$ cat src/rtl/rr_arb8.sv
// rr_arb8 -- eight-way round-robin arbiter with a bounded hold time.
// One requester owns the shared resource at a time. An owner keeps the grant
// until it drops its request or has held it for MAX_HOLD cycles while someone
// else is waiting. The next winner is always the first requester at or after
// the rotating pointer, which sits one past the most recent winner.
module rr_arb8 #(
   parameter int unsigned MAX_HOLD = 16
) (
   input  logic       clk,
   input  logic       rst,
   input  logic [7:0] req,
   output logic [7:0] gnt,
   output logic [2:0] gnt_idx,
   output logic       gnt_vld
);

   // Last value the hold counter can reach; reaching it arms forced rotation.
   localparam logic [7:0] HOLD_LAST = 8'(MAX_HOLD - 1);

   typedef enum logic {
      IDLE = 1'b0,
      OWN  = 1'b1
   } state_t;

   state_t     state_q, state_d;
   logic [2:0] ptr_q, ptr_d;
   logic [7:0] hold_cnt_q, hold_cnt_d;
   logic [7:0] gnt_q, gnt_d;
   logic [2:0] gnt_idx_q, gnt_idx_d;
   logic       gnt_vld_q, gnt_vld_d;

   // Candidates for the next grant. The current owner is masked out: on a
   // release its request is already low, in IDLE there is no owner, and on a
   // timeout it must be skipped. One search therefore serves every case.
   logic [7:0] cand;
   logic [7:0] cand_rot;
   logic       win_found;
   logic [2:0] win_off;
   logic [2:0] win_idx;

   logic       owner_req;
   logic       hold_expired;

   assign cand = req & ~gnt_q;

   // Rotate the candidates so that position 0 is the current highest priority.
   for (genvar gi = 0; gi < 8; gi++) begin : g_rot
      assign cand_rot[gi] = cand[ptr_q + 3'(gi)];
   end

   // Lowest set bit of the rotated vector is the winner's offset from ptr.
   always_comb begin
      win_found = 1'b0;
      win_off   = 3'd0;
      for (int k = 7; k >= 0; k--) begin
         if (cand_rot[k]) begin
            win_found = 1'b1;
            win_off   = 3'(k);
         end
      end
   end

   // Undo the rotation; wraps naturally in three bits.
   assign win_idx = ptr_q + win_off;

   assign owner_req    = req[gnt_idx_q];
   assign hold_expired = (hold_cnt_q == HOLD_LAST);

   // Next-state and next-output logic of the IDLE/OWN machine.
   always_comb begin
      state_d    = state_q;
      ptr_d      = ptr_q;
      hold_cnt_d = hold_cnt_q;
      gnt_d      = gnt_q;
      gnt_idx_d  = gnt_idx_q;
      gnt_vld_d  = gnt_vld_q;

      unique case (state_q)
         IDLE: begin
            if (win_found) begin
               state_d    = OWN;
               gnt_d      = 8'b0000_0001 << win_idx;
               gnt_idx_d  = win_idx;
               gnt_vld_d  = 1'b1;
               ptr_d      = win_idx + 3'd1;
               hold_cnt_d = 8'd0;
            end
         end

         OWN: begin
            if (!owner_req) begin
               // Release wins over a simultaneous timeout.
               if (win_found) begin
                  gnt_d      = 8'b0000_0001 << win_idx;
                  gnt_idx_d  = win_idx;
                  gnt_vld_d  = 1'b1;
                  ptr_d      = win_idx + 3'd1;
                  hold_cnt_d = 8'd0;
               end else begin
                  state_d    = IDLE;
                  gnt_d      = 8'd0;
                  gnt_idx_d  = 3'd0;
                  gnt_vld_d  = 1'b0;
                  hold_cnt_d = 8'd0;
               end
            end else if (hold_expired && win_found) begin
               // Forced rotation away from an owner that has held too long.
               gnt_d      = 8'b0000_0001 << win_idx;
               gnt_idx_d  = win_idx;
               gnt_vld_d  = 1'b1;
               ptr_d      = win_idx + 3'd1;
               hold_cnt_d = 8'd0;
            end else if (!hold_expired) begin
               // Keep holding; the counter saturates once expired.
               hold_cnt_d = hold_cnt_q + 8'd1;
            end
         end

         default: begin
            state_d = IDLE;
         end
      endcase
   end

   // State and output registers; reset clears everything without waiting for clk.
   always_ff @(posedge clk or posedge rst) begin
      if (rst) begin
         state_q    <= IDLE;
         ptr_q      <= 3'd0;
         hold_cnt_q <= 8'd0;
         gnt_q      <= 8'd0;
         gnt_idx_q  <= 3'd0;
         gnt_vld_q  <= 1'b0;
      end else begin
         state_q    <= state_d;
         ptr_q      <= ptr_d;
         hold_cnt_q <= hold_cnt_d;
         gnt_q      <= gnt_d;
         gnt_idx_q  <= gnt_idx_d;
         gnt_vld_q  <= gnt_vld_d;
      end
   end

   assign gnt     = gnt_q;
   assign gnt_idx = gnt_idx_q;
   assign gnt_vld = gnt_vld_q;

endmodule

$ cat config.mk
export PLATFORM = sky130hd
export DESIGN_NAME = rr_arb8
export DESIGN_NICKNAME = d
export VERILOG_FILES = /design/src/rtl/rr_arb8.sv
export SDC_FILE = /design/constraint.sdc
export NUM_CORES = 1
export LEC_CHECK = 0
export ABC_CLOCK_PERIOD_IN_PS = 3730
export BUFFER_PORTS_ARGS = -buffer_cell sky130_fd_sc_hd__clkbuf_2
export CAP_MARGIN = 30
export CORE_MARGIN = 2
export CORE_UTILIZATION = 40
export CTS_CLUSTER_DIAMETER = 80
export CTS_CLUSTER_SIZE = 25
export DETAILED_ROUTE_END_ITERATION = 12
export GPL_TIMING_DRIVEN = 1
export SYNTH_ARGS = -nofsm -noshare
export SYNTH_HDL_FRONTEND = slang
export SYNTH_SLANG_ARGS = --single-unit
export TNS_END_PERCENT = 50
$ cat constraint.sdc
create_clock -name clk -period 3.73 [get_ports clk]
set_input_delay 0.9325 -clock clk [delete_from_list [all_inputs] [get_ports clk]]
set_output_delay 0.9325 -clock clk [all_outputs]
set_load 0.005 [all_outputs]
==> results of run 1 <==
cells in the final DEF (no fill, tap or decap), types with 3 or more instances in the layout:
cell type,Yosys,final
a21o_1,4,4
a21oi_1,8,8
a22o_1,13,13
and2_1,3,3
and3_1,5,5
buf_4,1,13
clkbuf_2,0,19
clkbuf_8,0,3
dfrtp_1,24,24
ha_1,6,4
inv_1,7,5
inv_2,1,3
mux2_2,4,4
mux2i_1,10,9
mux4_2,10,10
nand2_1,5,5
nand2b_1,5,5
nor2_1,6,6
nor2b_1,9,7
nor3_1,4,4
xor2_1,3,3
layer usage:
metal  global-route usage, %  vias up
met5                       0        -
met4                   5.870        0
met3                   1.282        4
met2                   31.26       31
met1                   21.35      734
li1                        -      673
sequential cells by signal (all words and copies together) (netlist names):
signal      count
state_q         1
hold_cnt_q      8
gnt             8
gnt_vld         1
ptr_q           3
gnt_idx         3
how the worst min path moves through the flow:
stage                              start                        end  slack, ns
2_1_floorplan  hold_cnt_q[0]$_DFFE_PP0P_  hold_cnt_q[0]$_DFFE_PP0P_       0.47
3_3_place_gp         gnt_vld$_DFFE_PP0P_        gnt_vld$_DFFE_PP0P_       0.47
3_5_place_dp         gnt_vld$_DFFE_PP0P_        gnt_vld$_DFFE_PP0P_       0.48
4_1_cts              gnt_vld$_DFFE_PP0P_        gnt_vld$_DFFE_PP0P_       0.50
6_report             gnt_vld$_DFFE_PP0P_        gnt_vld$_DFFE_PP0P_       0.49
5_1_grt              gnt_vld$_DFFE_PP0P_        gnt_vld$_DFFE_PP0P_       0.52
synthesized netlist by cell type (5+ instances only):
master,n
a21oi_1,8
nand2b_1,5
a22o_1,13
dfrtp_1,24
ha_1,6
and3_1,5
nor2_1,6
nand2_1,5
inv_1,7
nor2b_1,9
mux4_2,10
mux2i_1,10
kinds of logic (layout without fill, tap and decap cells):
| logic type | after synthesis | in the layout | share of synthesized area, % |
|---|---|---|---|
| and+or+nand+nor | 51 | 51 | 18.13 |
| muxes | 25 | 25 | 21.48 |
| adders and majority gates | 7 | 7 | 5.300 |
| DFF | 24 | 24 | 33.47 |
| buffers and inverters | 13 | 45 | 3.905 |
| xor gates and xnor gates | 7 | 7 | 3.417 |
| AOI/OAI and AO/OA | 33 | 33 | 14.30 |
timing repair:
item	in CTS	in global routing
resized for setup	0	15
hold endpoints to repair	0	0
setup buffers	0	0
endpoints found under the setup margin	0	6
area by class of cell:
cell class	count	area share, %
multi-input combinational	123	54.94
clock inverter	1	1.403
inverter	8	1.403
tap	52	3.039
sequential	24	28.05
timing repair buffer	33	9.234
clock buffer	3	1.929
through the flow:
stage	setup WS, ns	cell area [um^2]	hold slack (ns)	setup TNS, ns	util (%)
after floorplan	0.05129	1804	0.4710	0	-
after global placement	-0.1044	2039	0.4733	-0.5048	47.16
after detailed placement	-0.2198	2039	0.4776	-1.322	47.16
after global routing	0.01277	2141	0.5235	0	49.51
final	0.1555	2141	0.4900	0	49.51
after CTS	0.06307	2111	0.4968	0	48.81
==> impl_metrics.toml, run 1 <==
[routing]
firstDrtPassIters = 4
dr_wl_met2_mm = 2.251
drtIter0Drc = 94
remaining_drc_errors = 0
vias = 1442
wl_mm = 4.122
wl_met3_um = 127
vias_per_cell = 5.910
routedWlPerCell_um = 16.89
drtAntennaViolNets = 0
top_layer_used = "met4"
drt-met1-wl_mm = 1.695

[global_routing]
grt_antenna_before_repair = 0
grt_first_pass_wirelength_mm = 6.872
grt.total_usage_pct = 17.14
grt_max_degree = 25
gr-total-overflow = 0
grt_pass1_vias = 1466

[floorplanning]
dieArea_um2 = 5037
num_rows = 24
core_um2 = 4324
ioPinCount = 22
start_util_pct = 41.49
die_x_um = 70.98
die_y_um = 70.98

[placed_design]
portBuffers = 21
place_hpwl_mm = 3.308
place.gp.congestion = 0.9244
numPlacedInstances = 242

[setup_path]
worstSetupPathType = "input port to register"
r2r_cells = 14
cp-end-kind = "register"
startpoint_type = "input port"
path_buf_inv = 2
path_cells = "clkbuf_2 -> nor2b_1 -> mux4_2 -> mux2i_1 -> a21oi_1 -> o21ai_1 -> a21oi_1 -> nor2_1 -> ha_2 -> inv_2 -> fa_2 -> xnor2_4 -> mux2_2 -> a22o_1"
r2r_setup_slack_ns = 0.26
path_depth = 14
crit_start = "req[2]"
slowest_delay_ns = 0.50
rr_startpoint = "ptr_q[0]$_DFFE_PP0P_"
cpMostUsedCell = "a21oi_1"
path_max_fanout = 3
cp.arrival_ns = 3.73
critPathTopFamily = "multiplexers"
crit_path_top_delay_cell = "mux4_2"
r2r_end = "gnt[6]$_DFFE_PP0P_"
crit_end = "gnt[0]$_DFFE_PP0P_"
cp.required_ns = 3.89

[synthesis]
synth_top_area_share_pct = 33.47
yosysUniqueCellTypes = 40
yosysSeqAreaShare_pct = 33.47
ys_ff_latch = 24
synth_nets = 177
netlist_area_um2 = 1794
yosys_warnings = 0
syn_inst = 160
yosysTopAreaCell = "dfrtp_1"
synth-edff-count = 0
async_flop_share_pct = 100.0
synth.avg_cell_area_um2 = 11.21
synth.area.top_cells = "dfrtp_1, mux4_2, a22o_1"
synth_ff_type = "dfrtp_1"

[cts]
cts_buffer_depth = 2
cts_buffers = 3
clk-insertion-delay-late_ns = 0.26
cts_root_buf = "clkbuf_8"
htreeDepth = 1
clk_pin_slew_ns = 0.09
postCtsHoldBufs = 0
clkSinkCount = 24
cts_tree = "done"

[timing]
fin_worst_skew_ns = 0.003865
finalHoldViolations = 0
setup_viol = 0
rsz0062_at_grt = "false"
min_period_ns = 3.575
tightest_slew_ns = 0.9027
fmax_mhz = 279.8
maxSlewViolCount = 0
period_share_pct = 95.83
slew_headroom_pct = 39.75

[min_path]
hold_depth = 1
hold_class = "register to register"

[cells_and_area]
syn_to_final_growth_pct = 19.32
instances_no_fill = 244
nNetsFinal = 210
seqCellArea_um2 = 600.6
fillers = 399
drive_above_1_share_pct = 35.42
diodes = 0
multi_input_comb_area_um2 = 1176

[run]
drv_cap = 0

[run_status]
status = "completed"
Power of run 1 is left out: the tool's default activity adds up to more than one toggle a clock period on the data nets, which glitch-free logic cannot reach.
==> run 2, diff against run 1 <==
BUFFER_PORTS_ARGS = default   (was -buffer_cell sky130_fd_sc_hd__clkbuf_2)
CELL_PAD_IN_SITES_DETAIL_PLACEMENT = 0   (was default)
CELL_PAD_IN_SITES_GLOBAL_PLACEMENT = 1   (was default)
CORE_ASPECT_RATIO = 0.9   (was default)
DONT_BUFFER_PORTS = 1   (was default)
PLACE_DENSITY_LB_ADDON = 0.1   (was default)
==> impl_metrics.toml, run 2 (synthesis results as in run 1) <==
[run]
drv_cap = 0

[floorplanning]
die_x_um = 74.60
dieArea_um2 = 5038
start_util_pct = 41.02
die_y_um = 67.54
num_rows = 23
ioPinCount = 22
core_um2 = 4374

[setup_path]
cp-end-kind = "register"
slowest_delay_ns = 0.50
r2r_setup_slack_ns = 0.25
path_max_fanout = 3
cp.arrival_ns = 3.70
critPathTopFamily = "multiplexers"
rr_startpoint = "ptr_q[0]$_DFFE_PP0P_"
crit_path_top_delay_cell = "mux4_2"
r2r_cells = 12
path_cells = "nor2b_1 -> mux2_2 -> mux4_2 -> nor2_1 -> o21ai_0 -> a311o_1 -> fa_2 -> xnor2_2 -> xnor2_1 -> inv_1 -> ha_1 -> a22o_1"
startpoint_type = "input port"
cp.required_ns = 3.89
worstSetupPathType = "input port to register"
path_buf_inv = 1
r2r_end = "gnt[7]$_DFFE_PP0P_"

[placed_design]
portBuffers = 0
place_hpwl_mm = 3.449
place.gp.congestion = 0.8167
post-place-ws_ns = -0.07615

[routing]
top_layer_used = "met4"
vias_per_cell = 5.935
firstDrtPassIters = 4
wl_mm = 4.325
vias = 1365
wl_met3_um = 323
dr_wl_met2_mm = 1.867
drtAntennaViolNets = 0
routedWlPerCell_um = 18.80
drt-met1-wl_mm = 2.072
remaining_drc_errors = 0
drtIter0Drc = 65

[timing]
fin_worst_skew_ns = 0.002282
min_period_ns = 3.536
maxSlewViolCount = 0
setup_viol = 0
rsz0062_at_grt = "false"
setup_tns_ns = 0
slew_headroom_pct = 40.39
period_share_pct = 94.80
fmax_mhz = 282.8
hold_ws_ns = 0.5128
layout_setup_ws_ns = 0.1939
finalHoldViolations = 0
tightest_slew_ns = 0.8931

[cts]
clk_pin_slew_ns = 0.09
htreeDepth = 1
cts_tree = "done"
clk-insertion-delay-late_ns = 0.26
clkSinkCount = 24
postCtsHoldBufs = 0
cts_buffer_depth = 2
cts_buffers = 3
cts_root_buf = "clkbuf_8"

[min_path]
hold_depth = 1
min_to = "hold_cnt_q[0]$_DFFE_PP0P_"
hold_class = "register to register"
worstHoldStart = "hold_cnt_q[0]$_DFFE_PP0P_"

[run_status]
status = "completed"

[cells_and_area]
nNetsFinal = 186
final_common_cell = "dfrtp_1"
fin_util_pct = 45.62
diodes = 0
drive_above_1_share_pct = 22.62
layout_common_cells = "dfrtp_1, a22o_1, mux4_2, mux2i_1"
syn_to_final_growth_pct = 11.23

[global_routing]
grt_first_pass_wirelength_mm = 6.934
grt.total_usage_pct = 18.51
grt_pass1_vias = 1285
grt_max_degree = 25
gr-total-overflow = 0
grt_antenna_before_repair = 0
## run 2: worst max path at each step
stage,end,slack (ns),cells after the start,start
after floorplan,gnt[7]$_DFFE_PP0P_,0.05,12,req[6]
after global placement,gnt[7]$_DFFE_PP0P_,-0.006,12,req[6]
after detailed placement,gnt[7]$_DFFE_PP0P_,-0.08,12,req[6]
after CTS,gnt[7]$_DFFE_PP0P_,0.20,12,req[6]
after global routing,gnt[7]$_DFFE_PP0P_,0.01,12,req[6]
final,gnt[7]$_DFFE_PP0P_,0.19,12,req[6]
## run 2: repair_timing
item	CTS	global route
setup endpoints to repair	0	2
resized for setup	0	2
setup buffers	0	0
## run 2: cell type report
class | instances | area [um^2]
clock inverter | 1 | 30.03
clock buffer | 3 | 41.29
tap | 62 | 77.57
sequential | 24 | 600.6
inverter | 8 | 30.03
timing repair buffer | 9 | 67.56
multi-input combinational | 123 | 1149
fill | 428 | 2379
## run 2: through the flow
step                area (um^2)  cells
finish                     1996    230
global route               1996    230
CTS                        1981    230
detailed placement         1909    226
global placement           1909    226
floorplan                  1804    160
## run 2: routing by layer
layer  vias to the layer above  track usage [%]
li1                        622                -
met1                       690            28.26
met2                        47            26.11
met3                         6            5.522
met4                         0            3.125
met5                         -                0
## run 2: worst reg2reg max path: cells and delay by family (launching register included)
| kind | cells | cell delay, ns |
|---|---|---|
| flip-flops | 1 | 0.50 |
| adder cells (fa/ha/maj) | 2 | 0.60 |
| XOR/XNOR | 2 | 0.38 |
| AO/OA/AOI/OAI | 3 | 0.67 |
| multiplexers | 2 | 0.81 |
| AND/OR/NAND/NOR | 1 | 0.10 |
| buffers and inverters | 2 | 0.32 |
Power of run 2 is left out for the same reason.
==> run 3, diff against run 2 <==
==> constraint.sdc (replaced) <==
create_clock -name clk -period 3.73 [get_ports clk]
set_input_delay 0.9325 -clock clk [delete_from_list [all_inputs] [get_ports clk]]
set_output_delay 0.9325 -clock clk [all_outputs]
set_load 0.02 [all_outputs]
==> impl_metrics.toml, run 3 (synthesis results as in run 1) <==
[run_status]
status = "completed"

[cts]
cts_root_buf = "clkbuf_8"
cts_resized = 0
clkSinkCount = 24
postCtsSetupBuffers = 0
htreeDepth = 1
cts_buffers = 3
clk_pin_slew_ns = 0.08
postCtsHoldBufs = 0
cts_tree = "done"
cts_buffer_depth = 2
clk-insertion-delay-late_ns = 0.26

[placed_design]
numPlacedInstances = 227
place_hpwl_mm = 3.476
post-place-ws_ns = -0.09026
place.gp.congestion = 0.8301
portBuffers = 0

[cells_and_area]
instances_no_fill = 231
fillers = 416
diodes = 0
nNetsFinal = 187
final_common_cell = "dfrtp_1"
layout_common_cells = "dfrtp_1, a22o_1, mux4_2, mux2i_1, buf_4"
drive_above_1_share_pct = 23.08
syn_to_final_growth_pct = 11.65

[global_routing]
grt_pass1_vias = 1308
grt_antenna_before_repair = 0
gr-total-overflow = 0
grt_max_degree = 25
grt.total_usage_pct = 18.88
grt_first_pass_wirelength_mm = 6.955

[routing]
drtAntennaViolNets = 0
wl_mm = 4.319
routedWlPerCell_um = 18.70
drtIter0Drc = 54
vias_per_cell = 5.861
vias = 1354
firstDrtPassIters = 4
remaining_drc_errors = 0

[setup_path]
rr_startpoint = "ptr_q[0]$_DFFE_PP0P_"
crit_path_top_delay_cell = "mux4_2"
startpoint_type = "input port"
slowest_delay_ns = 0.50
cp.required_ns = 3.89
cp-end-kind = "register"
path_max_fanout = 3
crit_start = "req[7]"
path_cells = "nor2b_1 -> mux2_2 -> mux4_2 -> nor2_1 -> o21ai_0 -> a311o_1 -> fa_2 -> xnor2_2 -> xnor2_1 -> inv_1 -> ha_1 -> a22o_1"
cp.arrival_ns = 3.71
worstSetupPathType = "input port to register"

[timing]
layout_setup_ws_ns = 0.1741
tightest_slew_ns = 0.9084
fmax_mhz = 281.2
min_period_ns = 3.556
slew_headroom_pct = 39.37
period_share_pct = 95.33
maxSlewViolCount = 0
hold_ws_ns = 0.5061
rsz0062_at_grt = "false"
fin_worst_skew_ns = 0.003024
setup_viol = 0
finalHoldViolations = 0

[floorplanning]
num_rows = 23
start_util_pct = 41.02
ioPinCount = 22
die_x_um = 74.60
dieArea_um2 = 5038
die_y_um = 67.54
core_um2 = 4374

[run]
drv_cap = 0

[min_path]
worstHoldStart = "hold_cnt_q[0]$_DFFE_PP0P_"
hold_class = "register to register"
run 3: cell count changes in the layout (fill, tap and decap cells not counted):
cell,delta
buf_4,+1
run 3: final timing paths:
| path | to | slack (ns) | cells after the start |
|---|---|---|---|
| worst max-delay path | gnt[7]$_DFFE_PP0P_ | 0.17 | 12 |
| worst min-delay path | hold_cnt_q[0]$_DFFE_PP0P_ | 0.51 | 1 |
| worst max register to register | gnt[7]$_DFFE_PP0P_ | 0.24 | 12 |
| worst min register to register | hold_cnt_q[0]$_DFFE_PP0P_ | 0.51 | 1 |
| max in group asynchronous | gnt[3]$_DFFE_PP0P_ | 2.43 | 1 |
| min in group asynchronous | gnt_idx[0]$_DFFE_PP0P_ | 0.75 | 1 |
run 3: worst max-delay path: cells and delay by family:
family                     cells  cell delay, ns
AOI/OAI and AO/OA              3            0.69
muxes                          2            0.80
xor gates and xnor gates       2            0.40
adders and majority gates      2            0.60
buffers and inverters          1            0.07
and+or+nand+nor                2            0.23
run 3: stage by stage:
stage | cell area [um^2] | TNS (ns) | utilization [%]
final | 2003 | 0 | 45.80
after global routing | 2003 | 0 | 45.80
after CTS | 1988 | 0 | 45.45
after detailed placement | 1917 | -0.1008 | 43.82
after global placement | 1917 | -0.01231 | 43.82
after floorplan | 1804 | 0 | -
run 3: cell type report:
type                    instances  area [um^2]  share of cell area, %
multi-input cells             123         1149                  57.34
flip-flops and latches         24        600.6                  29.98
well taps                      62        77.57                  3.873
repair buffers                 10        75.07                  3.748
clock buffers                   3        41.29                  2.061
clock inverters                 1        30.03                  1.499
inverters                       8        30.03                  1.499
run 3: routing by layer:
layer | global-route usage (%) | wire, um | share of wire, %
met1 | 28.88 | 2094 | 48
met2 | 26.33 | 1863 | 43
met3 | 5.970 | 323 | 7.5
met4 | 3.348 | 38 | 0.88
met5 | 0 | 0 | 0
Power of run 3 is left out for the same reason.
